==> src/rtl/axi_lite_pkg.sv <==
// Shared AXI4-Lite widths, response codes and FSM state types.
// No logic: types and constants only.
// Imported by the register slave.
package axi_lite_pkg;

  localparam int AXIL_DATA_W = 32;
  localparam int AXIL_ADDR_W = 32;
  localparam int AXIL_STRB_W = AXIL_DATA_W / 8;

  typedef enum logic [1:0] {
    OKAY   = 2'b00,
    SLVERR = 2'b10
  } resp_t;

  typedef enum logic {
    W_IDLE,
    W_RESP
  } wr_state_t;

  typedef enum logic {
    R_IDLE,
    R_DATA
  } rd_state_t;

  // Captured write request, filled independently by the AW and W handshakes.
  typedef struct packed {
    logic [AXIL_ADDR_W-1:0] addr;
    logic [AXIL_DATA_W-1:0] data;
    logic [AXIL_STRB_W-1:0] strb;
  } wr_req_t;

endpackage

==> src/rtl/axi_lite_reg_slave.sv <==
// AXI4-Lite slave exposing NUM_REGS 32-bit registers; RO slots return hw_status.
// Latency: bvalid 1 cycle after the later of AW/W; rvalid right after the AR handshake edge.
// Backpressure: one outstanding txn per direction; ready stays low until B/R is taken.
module axi_lite_reg_slave
  import axi_lite_pkg::*;
#(
  parameter int                     NUM_REGS  = 16,
  parameter logic [AXIL_ADDR_W-1:0] BASE_ADDR = 32'h0,
  parameter logic [NUM_REGS-1:0]    RO_MASK   = '0
) (
  input  logic                            aclk,
  input  logic                            aresetn,
  input  logic [AXIL_ADDR_W-1:0]          awaddr,
  input  logic [2:0]                      awprot,
  input  logic                            awvalid,
  output logic                            awready,
  input  logic [AXIL_DATA_W-1:0]          wdata,
  input  logic [AXIL_STRB_W-1:0]          wstrb,
  input  logic                            wvalid,
  output logic                            wready,
  output logic [1:0]                      bresp,
  output logic                            bvalid,
  input  logic                            bready,
  input  logic [AXIL_ADDR_W-1:0]          araddr,
  input  logic [2:0]                      arprot,
  input  logic                            arvalid,
  output logic                            arready,
  output logic [AXIL_DATA_W-1:0]          rdata,
  output logic [1:0]                      rresp,
  output logic                            rvalid,
  input  logic                            rready,
  output logic [NUM_REGS*AXIL_DATA_W-1:0] reg_q,
  input  logic [NUM_REGS*AXIL_DATA_W-1:0] hw_status,
  output logic [NUM_REGS-1:0]             wr_pulse
);

  localparam int IDX_W = (NUM_REGS > 1) ? $clog2(NUM_REGS) : 1;

  logic [AXIL_DATA_W-1:0] regs     [NUM_REGS];
  logic [AXIL_DATA_W-1:0] status_w [NUM_REGS];

  wr_state_t w_state, w_state_nxt;
  rd_state_t r_state, r_state_nxt;

  logic       rdy_en;
  logic       aw_got, w_got;
  wr_req_t    wr_q;
  resp_t      bresp_q, rresp_q;
  logic [AXIL_DATA_W-1:0] rdata_q;

  logic       aw_hs, w_hs, b_hs, ar_hs, r_hs, commit;
  logic       w_hit, w_ro, r_hit, r_ro;
  logic [IDX_W-1:0] w_idx, r_idx;

  logic unused_prot;
  assign unused_prot = ^{awprot, arprot};

  for (genvar i = 0; i < NUM_REGS; i++) begin : g_flat
    assign reg_q[AXIL_DATA_W*i +: AXIL_DATA_W] = regs[i];
    assign status_w[i] = hw_status[AXIL_DATA_W*i +: AXIL_DATA_W];
  end

  // Word index relative to BASE_ADDR; byte offset bits are dropped by the shift.
  function automatic void decode(input  logic [AXIL_ADDR_W-1:0] addr,
                                 output logic                   hit,
                                 output logic                   ro,
                                 output logic [IDX_W-1:0]       idx);
    logic [AXIL_ADDR_W-1:0] word;
    word = (addr - BASE_ADDR) >> 2;
    hit  = (addr >= BASE_ADDR) && (word < AXIL_ADDR_W'(NUM_REGS));
    idx  = word[IDX_W-1:0];
    ro   = hit && RO_MASK[idx];
  endfunction

  always_comb decode(wr_q.addr, w_hit, w_ro, w_idx);
  always_comb decode(araddr, r_hit, r_ro, r_idx);

  assign aw_hs  = awvalid && awready;
  assign w_hs   = wvalid && wready;
  assign b_hs   = bvalid && bready;
  assign ar_hs  = arvalid && arready;
  assign r_hs   = rvalid && rready;
  assign commit = (w_state == W_IDLE) && aw_got && w_got;

  // ---------------- write FSM ----------------
  always_ff @(posedge aclk or negedge aresetn) begin
    if (!aresetn) w_state <= W_IDLE;
    else          w_state <= w_state_nxt;
  end

  always_comb begin
    w_state_nxt = w_state;
    unique case (w_state)
      W_IDLE: if (aw_got && w_got) w_state_nxt = W_RESP;
      W_RESP: if (b_hs)            w_state_nxt = W_IDLE;
    endcase
  end

  always_comb begin
    awready = 1'b0;
    wready  = 1'b0;
    bvalid  = 1'b0;
    if (w_state == W_IDLE) begin
      awready = rdy_en && !aw_got;
      wready  = rdy_en && !w_got;
    end else begin
      bvalid  = 1'b1;
    end
  end

  assign bresp = bresp_q;

  // ---------------- read FSM ----------------
  always_ff @(posedge aclk or negedge aresetn) begin
    if (!aresetn) r_state <= R_IDLE;
    else          r_state <= r_state_nxt;
  end

  always_comb begin
    r_state_nxt = r_state;
    unique case (r_state)
      R_IDLE: if (ar_hs) r_state_nxt = R_DATA;
      R_DATA: if (r_hs)  r_state_nxt = R_IDLE;
    endcase
  end

  always_comb begin
    arready = rdy_en && (r_state == R_IDLE);
    rvalid  = (r_state == R_DATA);
  end

  assign rdata = rdata_q;
  assign rresp = rresp_q;

  // ---------------- datapath ----------------
  // rdy_en keeps every ready low until the first edge after reset release.
  always_ff @(posedge aclk or negedge aresetn) begin
    if (!aresetn) begin
      rdy_en   <= 1'b0;
      aw_got   <= 1'b0;
      w_got    <= 1'b0;
      wr_q     <= '0;
      bresp_q  <= OKAY;
      wr_pulse <= '0;
      rdata_q  <= '0;
      rresp_q  <= OKAY;
      for (int i = 0; i < NUM_REGS; i++) regs[i] <= '0;
    end else begin
      rdy_en   <= 1'b1;
      wr_pulse <= '0;

      if (aw_hs) begin
        aw_got    <= 1'b1;
        wr_q.addr <= awaddr;
      end
      if (w_hs) begin
        w_got     <= 1'b1;
        wr_q.data <= wdata;
        wr_q.strb <= wstrb;
      end

      if (commit) begin
        if (w_hit && !w_ro) begin
          for (int b = 0; b < AXIL_STRB_W; b++) begin
            if (wr_q.strb[b]) regs[w_idx][8*b +: 8] <= wr_q.data[8*b +: 8];
          end
          wr_pulse[w_idx] <= 1'b1;
          bresp_q         <= OKAY;
        end else begin
          bresp_q         <= SLVERR;
        end
      end

      if (b_hs) begin
        aw_got <= 1'b0;
        w_got  <= 1'b0;
      end

      // Sampled on the handshake edge, so a same-edge write commit is not yet visible.
      if (ar_hs) begin
        if (!r_hit) begin
          rdata_q <= '0;
          rresp_q <= SLVERR;
        end else begin
          rdata_q <= r_ro ? status_w[r_idx] : regs[r_idx];
          rresp_q <= OKAY;
        end
      end
    end
  end

endmodule

==> config.mk <==
export PLATFORM = sky130hd
export DESIGN_NAME = axi_lite_reg_slave
export DESIGN_NICKNAME = d
export VERILOG_FILES = /design/src/rtl/axi_lite_pkg.sv /design/src/rtl/axi_lite_reg_slave.sv
export SDC_FILE = /design/constraint.sdc
export NUM_CORES = 1
export LEC_CHECK = 0
export ABC_CLOCK_PERIOD_IN_PS = 4850
export CORE_AREA = 5 5 466 468
export CTS_CLUSTER_SIZE = 30
export DETAILED_ROUTE_END_ITERATION = 7
export DIE_AREA = 0 0 471 473
export PLACE_DENSITY = 0.4
export RECOVER_POWER = 25
export SETUP_SLACK_MARGIN = 0.2
export SKIP_CTS_REPAIR_TIMING = 1
export SLEW_MARGIN = 20
export SYNTH_ARGS = -nofsm -noshare
export SYNTH_HDL_FRONTEND = slang
export SYNTH_SLANG_ARGS = --single-unit
==> constraint.sdc <==
create_clock -name aclk -period 4.85 [get_ports aclk]
set_input_delay 1.2125 -clock aclk [delete_from_list [all_inputs] [get_ports aclk]]
set_output_delay 1.2125 -clock aclk [all_outputs]
set_load 0.01 [all_outputs]
# After elaboration in Yosys (flattened, before gate mapping)
# Memories as Yosys holds them, arrays and structs flattened.
# Cells that the tools add are included.
[classes]
shifts = 0
muxes = 51
add_sub_neg = 0
n_mul = 0
reduce_logical = 24
magnitude_cmp = 10
bitwise_logic = 4
n_eq_ne = 0
n_div = 0
[op_table]
columns = ["cell", "count"]
rows = [
  ["$mux W512", 10],
  ["$bwmux W512", 4],
  ["$demux W32 S4", 4],
  ["$bmux W32 S4", 2],
  ["$mux W32", 7],
  ["$ge A32 B1 Y1 const B", 2],
  ["$lt A30 B5 Y1 const B", 2],
  ["$mux W16", 3],
  ["$mux W24", 1],
  ["$logic_and A1 B1 Y1", 18],
  ["$mux W1", 14],
  ["$ge A5 B5 Y1 const B", 2],
  ["$lt A4 B5 Y1 const B", 2],
  ["$not A4 Y5", 2],
  ["$mux W8", 1],
  ["$lt A5 B1 Y1 const B", 1],
  ["$demux W1 S4", 1],
  ["$ge A4 B1 Y1 const B", 1],
  ["$mux W2", 2],
  ["$pmux W1 S2", 2],
  ["$reduce_bool A2 Y1", 2],
  ["$logic_not A1 Y1", 3],
  ["$not A1 Y1", 2],
  ["$reduce_and A2 Y1", 1],
]
[totals]
ramBits = 0
output_inout_bits = 569
word_cells = 119
romBits = 32
mem_count = 2
register_bits = 637
input_bits = 625
latchBits = 0
[mem_list]
columns = ["memory", "words", "width", "read_ports", "rd_ports_with_merged_regs", "wr", "line_no", "source"]
rows = [
  ["(no name shown)", 16, 1, 1, 0, 0, "axi_lite_reg_slave.sv:72", "ro = hit && RO_MASK[idx];"],
  ["(no name shown)", 16, 1, 1, 0, 0, "axi_lite_reg_slave.sv:72", ""],
]

# Depth between registers and ports, before layout
[depth]
word_depth = 19
ltp_mapped = 7

# Worst setup path after synthesis
# OpenSTA, ideal clock, no wires.
[synth_timing]
path_kind = "input port to flip-flop"
start = "input port araddr[2]"
end = "register rdata_q[16] (netlist: rdata[16])"
arrival_ns = 2.976
t_required_ns = 4.729
path_slack_ns = 1.753
stages = 6
cell_sequence = "clkbuf_1 > buf_1 > mux4_2 > a22oi_1 > nand2_1 > a22o_1"
[synth_between]
elab_chain_len = 6
word_cells_on_any_way = 15
[synth_lines]
columns = ["item", "line_no", "source"]
rows = [
  ["start, declared", "axi_lite_reg_slave.sv:24", "input logic [AXIL_ADDR_W-1:0] araddr,"],
  ["parallel branches: the longest is 5 deep, another holds $ge A32 B1 Y1", "n/a", ""],
  ["$mux W32 (*)", "axi_lite_reg_slave.sv:181", "if (!r_hit) begin"],
  ["end signal, assigned", "axi_lite_reg_slave.sv:185", "rdata_q <= r_ro ? status_w[r_idx] : regs[r_idx];"],
  ["end, declared", "axi_lite_reg_slave.sv:49", "logic [AXIL_DATA_W-1:0] rdata_q;"],
]
# Every way passes the cells marked *. The select of a mux whose other input is x is not followed.
# A chain may end at the register's enable or synchronous reset.

# Final worst setup path
[layout_timing]
start = "register w_state"
end = "output port wready"
[layout_between]
elab_chain_len = 1
[layout_lines]
columns = ["item", "line_no", "source"]
rows = [
  ["start, declared", "axi_lite_reg_slave.sv:42", "wr_state_t w_state, w_state_nxt;"],
  ["start signal, assigned", "axi_lite_reg_slave.sv:88", "else w_state <= w_state_nxt;"],
  ["$mux W1", "axi_lite_reg_slave.sv:103", "if (w_state == W_IDLE) begin"],
  ["end, declared", "axi_lite_reg_slave.sv:20", "output logic wready,"],
]
# Every way passes these cells.

==> impl_metrics.csv <==
group,metric,value,unit
drt,drc_errors,0,
synthesis,synth_edf_count,0,
die,ios,1194,
synthesis,yosysUniqueCellTypes,37,
drt,drt_iter0_markers,885,
timing,hold_viol,0,
finish,layout_common_cells,"665 x clkdlybuf4s50_1, 631 x dfrtp_1, 563 x mux2_2",
job,drv_cap,3,
synthesis,synthCells,1790,
synthesis,synth-adder-area-share,0,%
timing,period_share,79.93,%
setup_path,cp-start-kind,"register",
synthesis,synthMuxAreaShare,32.96,%
pwr,leakage,18.06,nW
global_route,grt_max_degree,97,
timing,rsz0062_at_grt,"false",
cts,cts_max_level,3,
synthesis,synthSimpleGateAreaFrac,6.989,%
setup_path,worstPathArrival,2660,ps
synthesis,yosysSeqAreaShare,55.30,%
finish,regArea,15850,um2
pwr,combPwrFrac,10.0,%
timing,tns,0,ps
timing,timing.hold.ws,489.5,ps
cts,clk_latency,710,ps
timing,fin_crit,3877,ps
synthesis,synth_top_family_by_area,"multiplexers",
global_route,grt_pass1_vias,21460,
die,core-area,213100,um2
cts,cts_sinks,633,
synthesis,synth-xor-area-share,0,%
cts,cts_buffers,87,
pwr,p_sw,4.787,mW
finish,drive_above_1_share,39.20,%
timing,slew_violations,151,
timing,tightest_slew,2370,ps
timing,max_slew_margin,-57.99,%
place,port_buffers,669,
cts,clock-root-buffer,"clkbuf_16",
synthesis,async_flop_share,100.0,%
pwr,p_int,10.26,mW
synthesis,yosys_warnings,0,
die,die_h,473,um
die,start_util,13.44,%
timing,finalClockSkew,33.21,ps
die,die_x,471,um
pwr,p_clk_share,45.9,%
global_route,track_usage,13.39,%
run_status,violations,"capacitance limit, slew limit",
pwr,seqPwrFrac,44.2,%
die,dieArea,222800,um2
place,hpwlAfterDp,113400,um
synthesis,ys_seq_elements,633,
drt,ant_nets,0,
timing,setup_slack,973.2,ps
finish,multi_input_area,12300,um2
drt,vias,19950,
drt,routed_wl,153300,um
finish,fill_cells,22990,
global_route,overflow,0,
global_route,grt_pass1_wl,204600,um
place,dp_slack,1140,ps
synthesis,synth_flop_cell,"dfrtp_1",
setup_path,cp-end-kind,"output port",
finish,final_common_cell,"clkdlybuf4s50_1",
drt,wl_per_cell,28.20,um
synthesis,synth_compound_area_share,2.761,%
setup_path,worstSetupPathType,"register to output port",
cts,clk_pin_slew,50,ps
pwr,power_density,354.7,nW/um2
finish,nets,3146,
finish,area_delta_synth_final,48.08,%
place,gp_congestion,0.7583,
synthesis,syn_area_per_cell,16.00,um2
synthesis,syn_area,28640,um2
setup_path,path_max_fanout,5,
timing,setup_viol_count_final,0,
pwr,irDropWorstVdd,292.9,uV
drt,vias_per_cell,3.671,
die,rows,170,
setup_path,crit_required,3640,ps
run_status,status,"finished, violations left",
drt,dr.pass1.iters,4,
global_route,antenna_found_initial,17,
min_path,min_path_type,"register to register",
cts,clockBufferDepth,3,
cts,tritoncts,"done",
pwr,swShare,31.82,%
timing,max_freq,257.9,MHz
## metrics by stage
step           instance area, um2  cells  utilization, %  total power [mW]
5_1_grt                     42410   5433           19.90             15.76
2_1_floorplan               28650   1791               -             7.176
6_report                    42410   5436           19.90             15.04
3_5_place_dp                39390   5270           18.48             8.320
3_3_place_gp                39390   5270           18.48             8.320
4_1_cts                     42470   5430           19.93             15.45
## cell type report
cell class / count / share of cell area, %
diodes: 6 / 0.03540
clock buffers: 126 / 6.050
clock inverters: 34 / 1.210
inverters: 4 / 0.03540
multi-input cells: 1023 / 29.00
flip-flops and latches: 633 / 37.36
well taps: 2838 / 8.372
repair buffers: 772 / 17.93
## registers in the layout, indices dropped and copies added, names as in the netlist
signal and count:
reg_q 512, wr_q 66, rdata 32, wr_pulse 16, aw_got 1, bresp 1
rdy_en 1, rresp 1, rvalid 1, w_got 1, w_state 1
## worst max-delay path, cell delays in order, from the launching register on
cell             delay [ps]
dfrtp_1                 410
nand2b_1                210
nor2_2                  640
clkdlybuf4s50_1         680
## cells by family (layout without fill, tap and decap cells)
kind of cell           count (synthesis)  in the layout
multiplexers                         708            708
other                                  2              9
AND/OR/NAND/NOR                      211            211
buffers and inverters                135            936
AO/OA/AOI/OAI                        101            101
flip-flops                           633            633
## power groups by stage
stage	registers (mW)	clock network, mW	logic (mW)
floorplan	5.89	0	1.28
finish	6.64	6.90	1.50
global placement	6.75	0	1.57
CTS	6.66	7.21	1.58
global route	6.73	7.40	1.63
detailed placement	6.75	0	1.57
## path summary, 6_finish.rpt
check | depth (start not counted) | from | end | slack, ps
worst max register to register | 5 | wr_q[41]$_DFFE_PN0P_ | reg_q[307]$_DFFE_PN0P_ | 1450
max in group asynchronous | 2 | aresetn | reg_q[261]$_DFFE_PN0P_ | 980
worst max-delay path | 3 | w_state$_DFF_PN0_ | wready | 970
worst min register to register | 1 | bresp[1]$_DFFE_PN0P_ | bresp[1]$_DFFE_PN0P_ | 490
min in group asynchronous | 1 | aresetn | reg_q[329]$_DFFE_PN0P_ | 1160
worst min-delay path | 1 | bresp[1]$_DFFE_PN0P_ | bresp[1]$_DFFE_PN0P_ | 490
## synthesized netlist by cell type (2+ instances only)
cell type  instances  area (um2)
dfrtp_1          633       15840
mux2_2           563        6340
mux4_2           128        2883
clkbuf_1          71       266.5
a22oi_1           62       465.5
nor4_4            57        1212
nand2_1           48       180.2
buf_1             37       138.9
a22o_1            32       280.3
nand3_1           21       105.1
nor2_1            20       75.07
buf_2             17       85.08
nand4_1           12       75.07
nor4_1            12       75.07
nand3b_1          11       82.58
mux2_4             8       120.1
nor3_1             8       40.04
mux2_1             6       67.56
and4_1             5       43.79
nor2b_1            5       31.28
nand2b_1           4       25.02
a21o_1             3       22.52
buf_4              3       22.52
buf_6              3       33.78
inv_1              3       11.26
mux2i_1            3       30.03
and2_1             2       12.51
conb_1             2       7.510
nor3b_1            2       15.01
o21ai_0            2       10.01
## per-layer routing
| layer | global-route usage (%) | vias up | share of wire, % |
|---|---|---|---|
| met2 | 20.44 | 734 | 44 |
| met5 | 0 | - | 0.028 |
| met4 | 3.367 | 8 | 2.4 |
| li1 | - | 8360 | - |
| met3 | 6.861 | 173 | 11 |
| met1 | 16.69 | 10680 | 42 |
Note: power is estimated with default switching activity, not from simulation.
